[src/rtl/div4_seq.sv]
// Multi-cycle restoring unsigned divider, one quotient bit per clock.
// Ports: clk, reset (sync, active-high), start, A/B in; Q/R/busy/done/div_zero out.
module div4_seq #(
    parameter int WIDTH = 4
) (
    input  logic             clk,
    input  logic             reset,
    input  logic             start,
    input  logic [WIDTH-1:0] A,
    input  logic [WIDTH-1:0] B,
    output logic [WIDTH-1:0] Q,
    output logic [WIDTH-1:0] R,
    output logic             busy,
    output logic             done,
    output logic             div_zero
);

    localparam int CW = $clog2(WIDTH + 1);

    typedef enum logic [1:0] {
        IDLE,
        RUN,
        DONE
    } state_t;

    state_t state_q, state_d;

    logic [CW-1:0]    cnt_q, cnt_d;
    logic [WIDTH-1:0] dvd_q, dvd_d;
    logic [WIDTH-1:0] dvs_q, dvs_d;
    logic [WIDTH-1:0] rem_q, rem_d;
    logic [WIDTH-1:0] quo_q, quo_d;
    logic [WIDTH-1:0] q_q, q_d;
    logic [WIDTH-1:0] r_q, r_d;
    logic             busy_q, busy_d;
    logic             done_q, done_d;
    logic             dz_q, dz_d;

    logic [WIDTH-1:0] rem_shift;
    logic [WIDTH:0]   trial;

    always_comb begin
        state_d = state_q;
        cnt_d   = cnt_q;
        dvd_d   = dvd_q;
        dvs_d   = dvs_q;
        rem_d   = rem_q;
        quo_d   = quo_q;
        q_d     = q_q;
        r_d     = r_q;
        busy_d  = busy_q;
        done_d  = 1'b0;
        dz_d    = dz_q;

        // Partial remainder never exceeds WIDTH-1 significant bits before a
        // shift, so dropping its MSB here loses nothing.
        rem_shift = {rem_q[WIDTH-2:0], dvd_q[WIDTH-1]};
        // Extra MSB acts as the borrow: 1 means the trial went negative.
        trial = {1'b0, rem_shift} - {1'b0, dvs_q};

        unique case (state_q)
            IDLE, DONE: begin
                if (start) begin
                    dvd_d   = A;
                    dvs_d   = B;
                    rem_d   = '0;
                    quo_d   = '0;
                    cnt_d   = CW'(WIDTH);
                    state_d = RUN;
                    busy_d  = 1'b1;
                end else begin
                    state_d = IDLE;
                    busy_d  = 1'b0;
                end
            end
            RUN: begin
                dvd_d = {dvd_q[WIDTH-2:0], 1'b0};
                if (!trial[WIDTH]) begin
                    rem_d = trial[WIDTH-1:0];
                    quo_d = {quo_q[WIDTH-2:0], 1'b1};
                end else begin
                    rem_d = rem_shift;
                    quo_d = {quo_q[WIDTH-2:0], 1'b0};
                end
                cnt_d = cnt_q - CW'(1);
                if (cnt_q == CW'(1)) begin
                    state_d = DONE;
                    busy_d  = 1'b0;
                    done_d  = 1'b1;
                    q_d     = quo_d;
                    r_d     = rem_d;
                    dz_d    = (dvs_q == '0);
                end
            end
            default: begin
                state_d = IDLE;
                busy_d  = 1'b0;
            end
        endcase
    end

    always_ff @(posedge clk) begin
        if (reset) begin
            state_q <= IDLE;
            cnt_q   <= '0;
            dvd_q   <= '0;
            dvs_q   <= '0;
            rem_q   <= '0;
            quo_q   <= '0;
            q_q     <= '0;
            r_q     <= '0;
            busy_q  <= 1'b0;
            done_q  <= 1'b0;
            dz_q    <= 1'b0;
        end else begin
            state_q <= state_d;
            cnt_q   <= cnt_d;
            dvd_q   <= dvd_d;
            dvs_q   <= dvs_d;
            rem_q   <= rem_d;
            quo_q   <= quo_d;
            q_q     <= q_d;
            r_q     <= r_d;
            busy_q  <= busy_d;
            done_q  <= done_d;
            dz_q    <= dz_d;
        end
    end

    assign Q        = q_q;
    assign R        = r_q;
    assign busy     = busy_q;
    assign done     = done_q;
    assign div_zero = dz_q;

endmodule

[config.mk]
export PLATFORM = sky130hd
export DESIGN_NAME = div4_seq
export DESIGN_NICKNAME = d
export VERILOG_FILES = /design/src/rtl/div4_seq.sv
export SDC_FILE = /design/constraint.sdc
export NUM_CORES = 1
export LEC_CHECK = 0
export ABC_AREA = 1
export CAP_MARGIN = 10
export CORE_MARGIN = 1.5
export CORE_UTILIZATION = 45
export CTS_CLUSTER_SIZE = 25
export DETAILED_ROUTE_END_ITERATION = 8
export PLACE_DENSITY_LB_ADDON = 0.25
export SETUP_SLACK_MARGIN = 0.15
export SLEW_MARGIN = 20
export SYNTH_ARGS = -nofsm -noshare
export SYNTH_HDL_FRONTEND = slang
export SYNTH_SLANG_ARGS = --single-unit
export TNS_END_PERCENT = 50
[constraint.sdc]
create_clock -name clk -period 1.95 [get_ports clk]
set_input_delay 0.39 -clock clk [delete_from_list [all_inputs] [get_ports clk]]
set_output_delay 0.39 -clock clk [all_outputs]
set_load 0.02 [all_outputs]
# Word-level counts from Yosys, hierarchy flattened
# Index checks and enable logic that the tools add are counted.
# word_totals
reg_bits	30
out_inout_bits	11
latch_bits	0
word_cells	43
romBits	0
ramBits	0
mem_count	0
in_bits	11
# classes
n_bitwise	1
n_mux	16
order_cmp	0
n_div	0
eq_ne	5
mul	0
addsub	2
n_reduce_logical	8
n_shift	0
# op_table
operator	count
$pmux 3 s2	3
$mux 4	2
$pmux 4 s2	1
$mux 3	2
$reduce_and 2->1	3
$mux 1	5
$sub 4x4->5	1
$logic_not 4->1	1
$ne 2x2->1 const B	2
$pmux 2 s2	1
$reduce_or 2->1	2
$eq 3x1->1 const B	1
$sub 3x1->3 const B	1
$eq 2x1->1 const B	1
$eq 2x2->1 const B	1
$logic_not 2->1	1
$mux 2	1
$pmux 1 s2	1
$reduce_bool 2->1	1
$not 1->1	1

# Logic depth before layout (Yosys ltp)
# Gate-level depths: netlist (run 1).
# depth
ltp_word	4
ltp_mapped	10
ltp_nobuf	10

# Worst setup path before layout (run 1)
# OpenSTA, ideal clock, no wires.
# synth_timing
kind	flip-flop to flip-flop
startpoint	register dvd_q[3]
endpoint	register r_q[2], in the netlist R[2]
required_time_ps	1837
stages_incl_launch_ff	10
setup_slack_ps	399
path_buffers	0
arrival_ps	1438
setup_ps	113
synth_period_minus_slack_ps	1551
cell_sequence	dfxtp_1 > inv_1 > ha_1 > fa_1 > inv_1 > nand3_4 > nand3_1 > nand2_2 > o21ai_1 > inv_1
# synth_via
elab_chain_cells	2
# synth_lines
element	line_no	rtl
start: declaration	29	logic [WIDTH-1:0] dvd_q, dvd_d;
start signal: assignment	118	dvd_q <= dvd_d;
$sub 4x4->5	59	trial = {1'b0, rem_shift} - {1'b0, dvs_q};
$mux 4	78	if (!trial[WIDTH]) begin
end signal: assignment	123	r_q <= r_d;
end: declaration	34	logic [WIDTH-1:0] r_q, r_d;
# Every way passes these cells.
# A chain may end at the register's enable or synchronous reset.

# Worst setup path after layout (run 1)
# layout_timing
startpoint	register dvd_q[3]
endpoint	register rem_q[0]
# layout_via
elab_chain_cells	3
# layout_lines
element	line_no	rtl
$sub 4x4->5	59	
$mux 4 (*)	78	
$pmux 3 s2 (*)	61	unique case (state_q)
end signal: assignment	120	rem_q <= rem_d;
end: declaration	31	logic [WIDTH-1:0] rem_q, rem_d;
# Every way passes the cells marked *; elsewhere a longest branch is shown, timed or not.

==> metrics.log, run 1 <==
[metrics] transition at the pin with the smallest max-transition slack: between 400 and 500 ps
[metrics] I/O pin total: 22
[metrics] worst setup path category: flip-flop to flip-flop
[metrics] total of endpoints with negative setup slack in the final report: 0
[metrics] largest fanout on the critical path: 6
[metrics] Total Neg Setup Slack: 0 ps
[metrics] Reg clk slew, reported paths: approximately 100 ps
[metrics] die outline width: 57.9 um
[metrics] CTS HTree Levels: 2
[metrics] final core occ: between 50% and 60%
[metrics] upper clock frequency limit: just under 600 MHz
[metrics] DP Worst Slack: around 230 ps
[metrics] Fin Clk Skew: 6.42 ps
[metrics] RSZ-0062 raised after global routing: false
[metrics] number of library cell types mapped by synthesis: 28
[metrics] Max Slew Vio Count: 0
[metrics] cts hold-fix bufs: 0
[metrics] total number of vias: 1135
[metrics] Max Buffers Root-to-Sink: 2
[metrics] half-perimeter wire length after placement: about 2000 um
[metrics] top post-synthesis cells by area: dfxtp_1 (44%), nand2_1 (8.3%), a21oi_1 (5.9%), inv_1 (5.8%), ha_1 (5.5%)
[metrics] GR Layer Usage met3: 7.14%
[metrics] final count of hold timing violations: 0
[metrics] average routed wire per standard cell: between 10 and 15 um
[metrics] number of warning messages in the yosys log: 0
[metrics] clock sink count: 30
[metrics] launch point of the worst path: dvd_q[3]
[metrics] sequential fraction of the synthesis area: 44.2%
[metrics] GRT busiest layer: met2
[metrics] leakage power summed over all cells: 0.720 nW
[metrics] largest net degree at the start of global routing: 16
[metrics] GPL Wtd Cong: 0.862
[metrics] initial core utilization: around 48%
[metrics] total area of multi-input combinational cells: 648 um^2
[metrics] number of fill cells: about 270
[metrics] die outline area: 3360 um^2
[metrics] initial antenna violation count: 0
[metrics] Max transition margin: 69.9%
[metrics] post-synth net total: about 190
[metrics] critical path launch point type: flip-flop
[metrics] diodes inserted: 0
[metrics] DRC viols: 0
[metrics] GRT overflow: 0
[metrics] layout cells sized above 1: roughly an eighth
[metrics] cell type contributing the most total cell area after synthesis: dfxtp_1
[metrics] IR drop worst, VDD: around 0.45 mV
[metrics] number of input and output port buffers inserted: 21
[metrics] clock network latency to the later pin of the worst-skew pair: 330 ps
[metrics] CTS root buf: clkbuf_4
[metrics] Hold/Removal Path Class: flip-flop to flip-flop
[metrics] clock tree from TritonCTS: built
[metrics] netlist area before placement: around 1400 um^2
[metrics] startpoint of the lowest-slack hold path: busy
[metrics] met2 Track Usage GR: a little under a third
[metrics] vias in the first global route: between 1000 and 1500
[metrics] kind of end point of the critical path: flip-flop
[metrics] critical path required time: about 2200 ps
[metrics] starting DRC count in detailed routing: 21
[metrics] crit path setup slack, layout: 248 ps
[metrics] number of nets in the finished design: around 210
[metrics] vias per inst: around 5
[metrics] Core Region: ~2800 um^2
[metrics] global-route wire length before repair: about 4600 um
[metrics] Rows: 19
[metrics] synthesized area per cell: ~8.0 um^2
[metrics] total routed wirelength: about 2800 um
[metrics] synthesized flop and latch total: 30
[metrics] Maximum Capacitance Violations: 0
[metrics] power per unit of standard cell area: roughly 850 nW/um^2
[metrics] share of the synthesized area in the top cell type: between 40% and 50%
[metrics] arrival time of the worst setup path: between 1500 and 2000 ps
[metrics] Post-DRT Antenna Nets: 0
[metrics] beginning of the worst register-to-register path: dvd_q[3]
[metrics] height of the chip: around 58 um
[metrics] total global routing track utilization: a little under a fifth
[metrics] detailed-routing iteration count for the pre-antenna-repair pass: 6
[metrics] shortest period the worst path allows: around 1700 ps
[metrics] final critical-path share of the clock period: ~87%
[metrics] met1 GRT Util: about 22%
[metrics] gate count after technology mapping: 169
[metrics] sequential cell area in the final layout: approximately 600 um^2
[metrics] layout overhead on the synthesized area: 22.4%
[metrics] number of CTS-inserted buffers: 5
[metrics] outcome: completed
-- cells by family (layout without fill, tap and decap cells) --
group	after synthesis	in the layout	share of synthesized area [%]
compound gates	33	33	14.1
xor+xnor	2	2	1.29
fa+ha+maj	7	7	7.00
buf+inv	28	54	8.66
flops	30	30	44.2
simple gates	69	69	24.7
-- power breakdown --
part / total [mW] / switching (mW) / internal (mW)
registers: 0.678 / 0.0253 / 0.652
clock network: 0.394 / 0.221 / 0.173
logic: 0.341 / 0.205 / 0.136
-- cell usage after synthesis, drive strengths merged --
| master | number |
|---|---|
| o221ai | 2 |
| a211oi | 1 |
| fa | 1 |
| xnor2 | 1 |
| dfxtp | 30 |
| nand2 | 37 |
| o22ai | 1 |
| o21ai | 11 |
| buf | 3 |
| inv | 24 |
| ha | 6 |
| xor2 | 1 |
| nand4 | 1 |
| clkbuf | 1 |
| nand3 | 14 |
| nor3 | 3 |
| nor2 | 14 |
| a21oi | 18 |
-- cell type report --
type                       count  area share [%]
timing repair buffer          22            13.1
multi-input combinational    111            39.0
inverter                      24            5.57
clock buffer                   6            3.09
tap                           31            2.33
clock inverter                 2           0.753
sequential                    30            36.1
-- what timing repair did --
action	CTS	global route
setup endpoints to repair	0	1
buffers inserted	0	0
hold endpoints to repair	0	0
resized for setup	0	3
-- registers in the layout, summed over array words and instances, names as in the netlist, 2 cells and up --
register / count
Q: 4
R: 4
cnt_q: 3
dvd_q: 4
dvs_q: 4
quo_q: 3
rem_q: 3
state_q: 2
-- stage by stage --
| stage | cells | cell area [um^2] | hold WS, ps | power [mW] |
|---|---|---|---|---|
| 6_report | 226 | 1660 | 467 | 1.41 |
| 5_1_grt | 226 | 1660 | 495 | 1.51 |
| 4_1_cts | 226 | 1650 | 472 | 1.42 |
| 3_5_place_dp | 218 | 1590 | 455 | 1.03 |
| 3_3_place_gp | 218 | 1590 | 452 | 1.01 |
| 2_1_floorplan | 169 | 1360 | 430 | 0.941 |
-- path summary, 6_finish.rpt --
| check | to | slack (ps) | cells past startpoint |
|---|---|---|---|
| setup / recovery | rem_q[0] | 250 | 9 |
| setup reg to reg | rem_q[0] | 250 | 9 |
| hold reg to reg | busy | 470 | 2 |
| hold / removal | busy | 470 | 2 |
-- routing by layer --
| metal | routed length, um | share of wire, % |
|---|---|---|
| met1 | 1280 | 46 |
| met3 | 147 | 5.3 |
| met4 | 36 | 1.3 |
| met5 | 0 | 0 |
| met2 | 1300 | 47 |
-- worst max-delay path, cell delays in order, from the launching register on --
cell and delay [ps]:
dfxtp_1 320, inv_1 70, ha_1 220, fa_1 420, inv_2 90, nand3_4 100
nand2_4 120, nand2_1 70, nand3_1 120, a21oi_2 70
-- placed cells by master (no fill, tap or decap), drive strengths merged --
master         synthesis  final
o21ai                 11     11
xnor2                  1      1
fa                     1      1
o221ai                 2      2
clkinv                 0      1
nor2                  14     14
clkbuf                 1      6
nor3                   3      3
inv                   24     24
clkdlybuf4s50          0     21
nand3                 14     14
a21oi                 18     18
o22ai                  1      1
buf                    3      1
dfxtp                 30     30
clkinvlp               0      1
ha                     6      6
a211oi                 1      1
xor2                   1      1
nand4                  1      1
nand2                 37     37
Power figures use the tool's default switching activity.
==> inputs of run 2 (changes only) <==
--- a/config.mk
+++ b/config.mk
@@ -7,8 +7,10 @@
 export LEC_CHECK = 0
 export ABC_AREA = 1
 export CAP_MARGIN = 10
+export CELL_PAD_IN_SITES_DETAIL_PLACEMENT = 2
+export CELL_PAD_IN_SITES_GLOBAL_PLACEMENT = 2
 export CORE_MARGIN = 1.5
-export CORE_UTILIZATION = 45
+export CORE_UTILIZATION = 30
 export CTS_CLUSTER_SIZE = 25
 export DETAILED_ROUTE_END_ITERATION = 8
 export PLACE_DENSITY_LB_ADDON = 0.25
==> metrics.log, run 2 (same netlist as run 1, synthesis figures left out) <==
[metrics] Core Region: around 4400 um^2
[metrics] power per unit of standard cell area: about 900 nW/um^2
[metrics] half-perimeter wire length after placement: between 2000 and 3000 um
[metrics] number of nets in the finished design: between 200 and 250
[metrics] largest fanout on the critical path: 6
[metrics] largest net degree at the start of global routing: 16
[metrics] Max Buffers Root-to-Sink: 2
[metrics] global-route wire length before repair: 6170 um
[metrics] arrival time of the worst setup path: ~1900 ps
[metrics] CTS HTree Levels: 2
[metrics] Maximum Capacitance Violations: 0
[metrics] GRT overflow: 0
[metrics] initial core utilization: 31.2%
[metrics] die outline width: between 70 and 80 um
[metrics] crit path setup slack, layout: a little over 300 ps
[metrics] post-CTS setup buffer count: 0
[metrics] total of endpoints with negative setup slack in the final report: 0
[metrics] clock network latency to the later pin of the worst-skew pair: 280 ps
[metrics] CTS root buf: clkbuf_8
[metrics] shortest period the worst path allows: 1640 ps
[metrics] Total Neg Setup Slack: 0 ps
[metrics] kind of end point of the critical path: flip-flop
[metrics] Reg clk slew, reported paths: 60 ps
[metrics] DRC viols: 0
[metrics] transition at the pin with the smallest max-transition slack: roughly 480 ps
[metrics] GPL Wtd Cong: approximately 0.75
[metrics] post-cts resize count: 0
[metrics] detailed-routing iteration count for the pre-antenna-repair pass: 4
[metrics] DP Worst Slack: ~210 ps
[metrics] number of CTS-inserted buffers: 5
[metrics] IR drop worst, VDD: ~0.33 mV
[metrics] cts hold-fix bufs: 0
[metrics] Post-DRT Antenna Nets: 0
[metrics] vias per inst: ~4.8
[metrics] Hold/Removal Path Class: flip-flop to flip-flop
[metrics] worst setup path category: flip-flop to flip-flop
[metrics] number of fill cells: around 500
[metrics] final critical-path share of the clock period: about 84%
[metrics] diodes inserted: 0
[metrics] total global routing track utilization: approximately 16%
[metrics] number of input and output port buffers inserted: 21
[metrics] critical path launch point type: flip-flop
[metrics] leakage power summed over all cells: 0.726 nW
[metrics] critical path required time: about 2200 ps
[metrics] final count of hold timing violations: 0
[metrics] total number of vias: 1192
[metrics] total routed wirelength: 3540 um
[metrics] RSZ-0062 raised after global routing: false
[metrics] height of the chip: between 70 and 80 um
[metrics] clock tree from TritonCTS: built
[metrics] upper clock frequency limit: just over 600 MHz
[metrics] layout overhead on the synthesized area: 25.0%
[metrics] Max Slew Vio Count: 0
[metrics] I/O pin total: 22
[metrics] initial antenna violation count: 0
[metrics] outcome: completed
[metrics] vias in the first global route: 1287
[metrics] leading cell types in the layout, fill and taps excluded: dfxtp_1 (30), nand2_1 (30), inv_1 (21), clkdlybuf4s50_1 (21), a21oi_1 (16)
[metrics] Pwr Total: ~1.5 mW
[metrics] average routed wire per standard cell: between 10 and 15 um
[metrics] Fin Clk Skew: slightly below 7 ps
[metrics] Rows: 24
[metrics] Max transition margin: ~68%
[metrics] layout cells sized above 1: between 10% and 20%
[metrics] starting DRC count in detailed routing: 34
[metrics] clock sink count: 30
[metrics] die outline area: roughly 5000 um^2
==> run 2: cell types whose count changed in the layout (fill, tap and decap cells not counted), sizes merged <==
cell,before,now
clkinvlp,1,0
clkbuf,6,5
clkinv,1,2
==> run 2: report_power, final <==
group / total, mW / switching [mW] / internal [mW]
registers: 0.679 / 0.0258 / 0.653
logic: 0.350 / 0.215 / 0.135
clock network: 0.465 / 0.226 / 0.239
==> run 2: layer usage <==
metal	GRT usage, %	vias to the layer above	routed length [um]
met5	0	-	0
met4	5.77	0	45
met3	4.47	5	139
met2	26.6	26	1750
met1	20.3	565	1600
li1	-	596	-
==> run 2: layout make-up <==
cell class / instances / area [um^2] / area share (%)
well taps: 52 / 65.1 / 3.83
inverters: 24 / 92.6 / 5.46
clock inverters: 2 / 10.0 / 0.590
clock buffers: 5 / 68.8 / 4.06
multi-input cells: 111 / 642 / 37.8
repair buffers: 22 / 218 / 12.8
flip-flops and latches: 30 / 601 / 35.4
==> run 2: worst max-delay path: stages, from the launching register on <==
cell     delay (ps)
dfxtp_1         310
inv_1            60
ha_1            230
fa_2            360
inv_1           110
nand3_4         100
nand2_4         120
nand2_2          50
nand2_2          70
nand2_2          50
a21oi_2         110
==> run 2: metrics by stage <==
step	hold slack [ps]	util, %	area [um^2]	std cells
after floorplan	430	-	1360	169
after detailed placement	463	37.1	1620	239
after global placement	453	37.1	1620	239
after global routing	482	39.0	1700	246
final	468	39.0	1700	246
after CTS	477	38.9	1690	246
==> run 2: final timing paths <==
kind                            depth (start not counted)       end  slack (ps)  startpoint
worst max-delay path                                   10  rem_q[2]         310    dvd_q[3]
worst min-delay path                                    2      busy         470        busy
worst max register to register                         10  rem_q[2]         310    dvd_q[3]
worst min register to register                          2      busy         470        busy
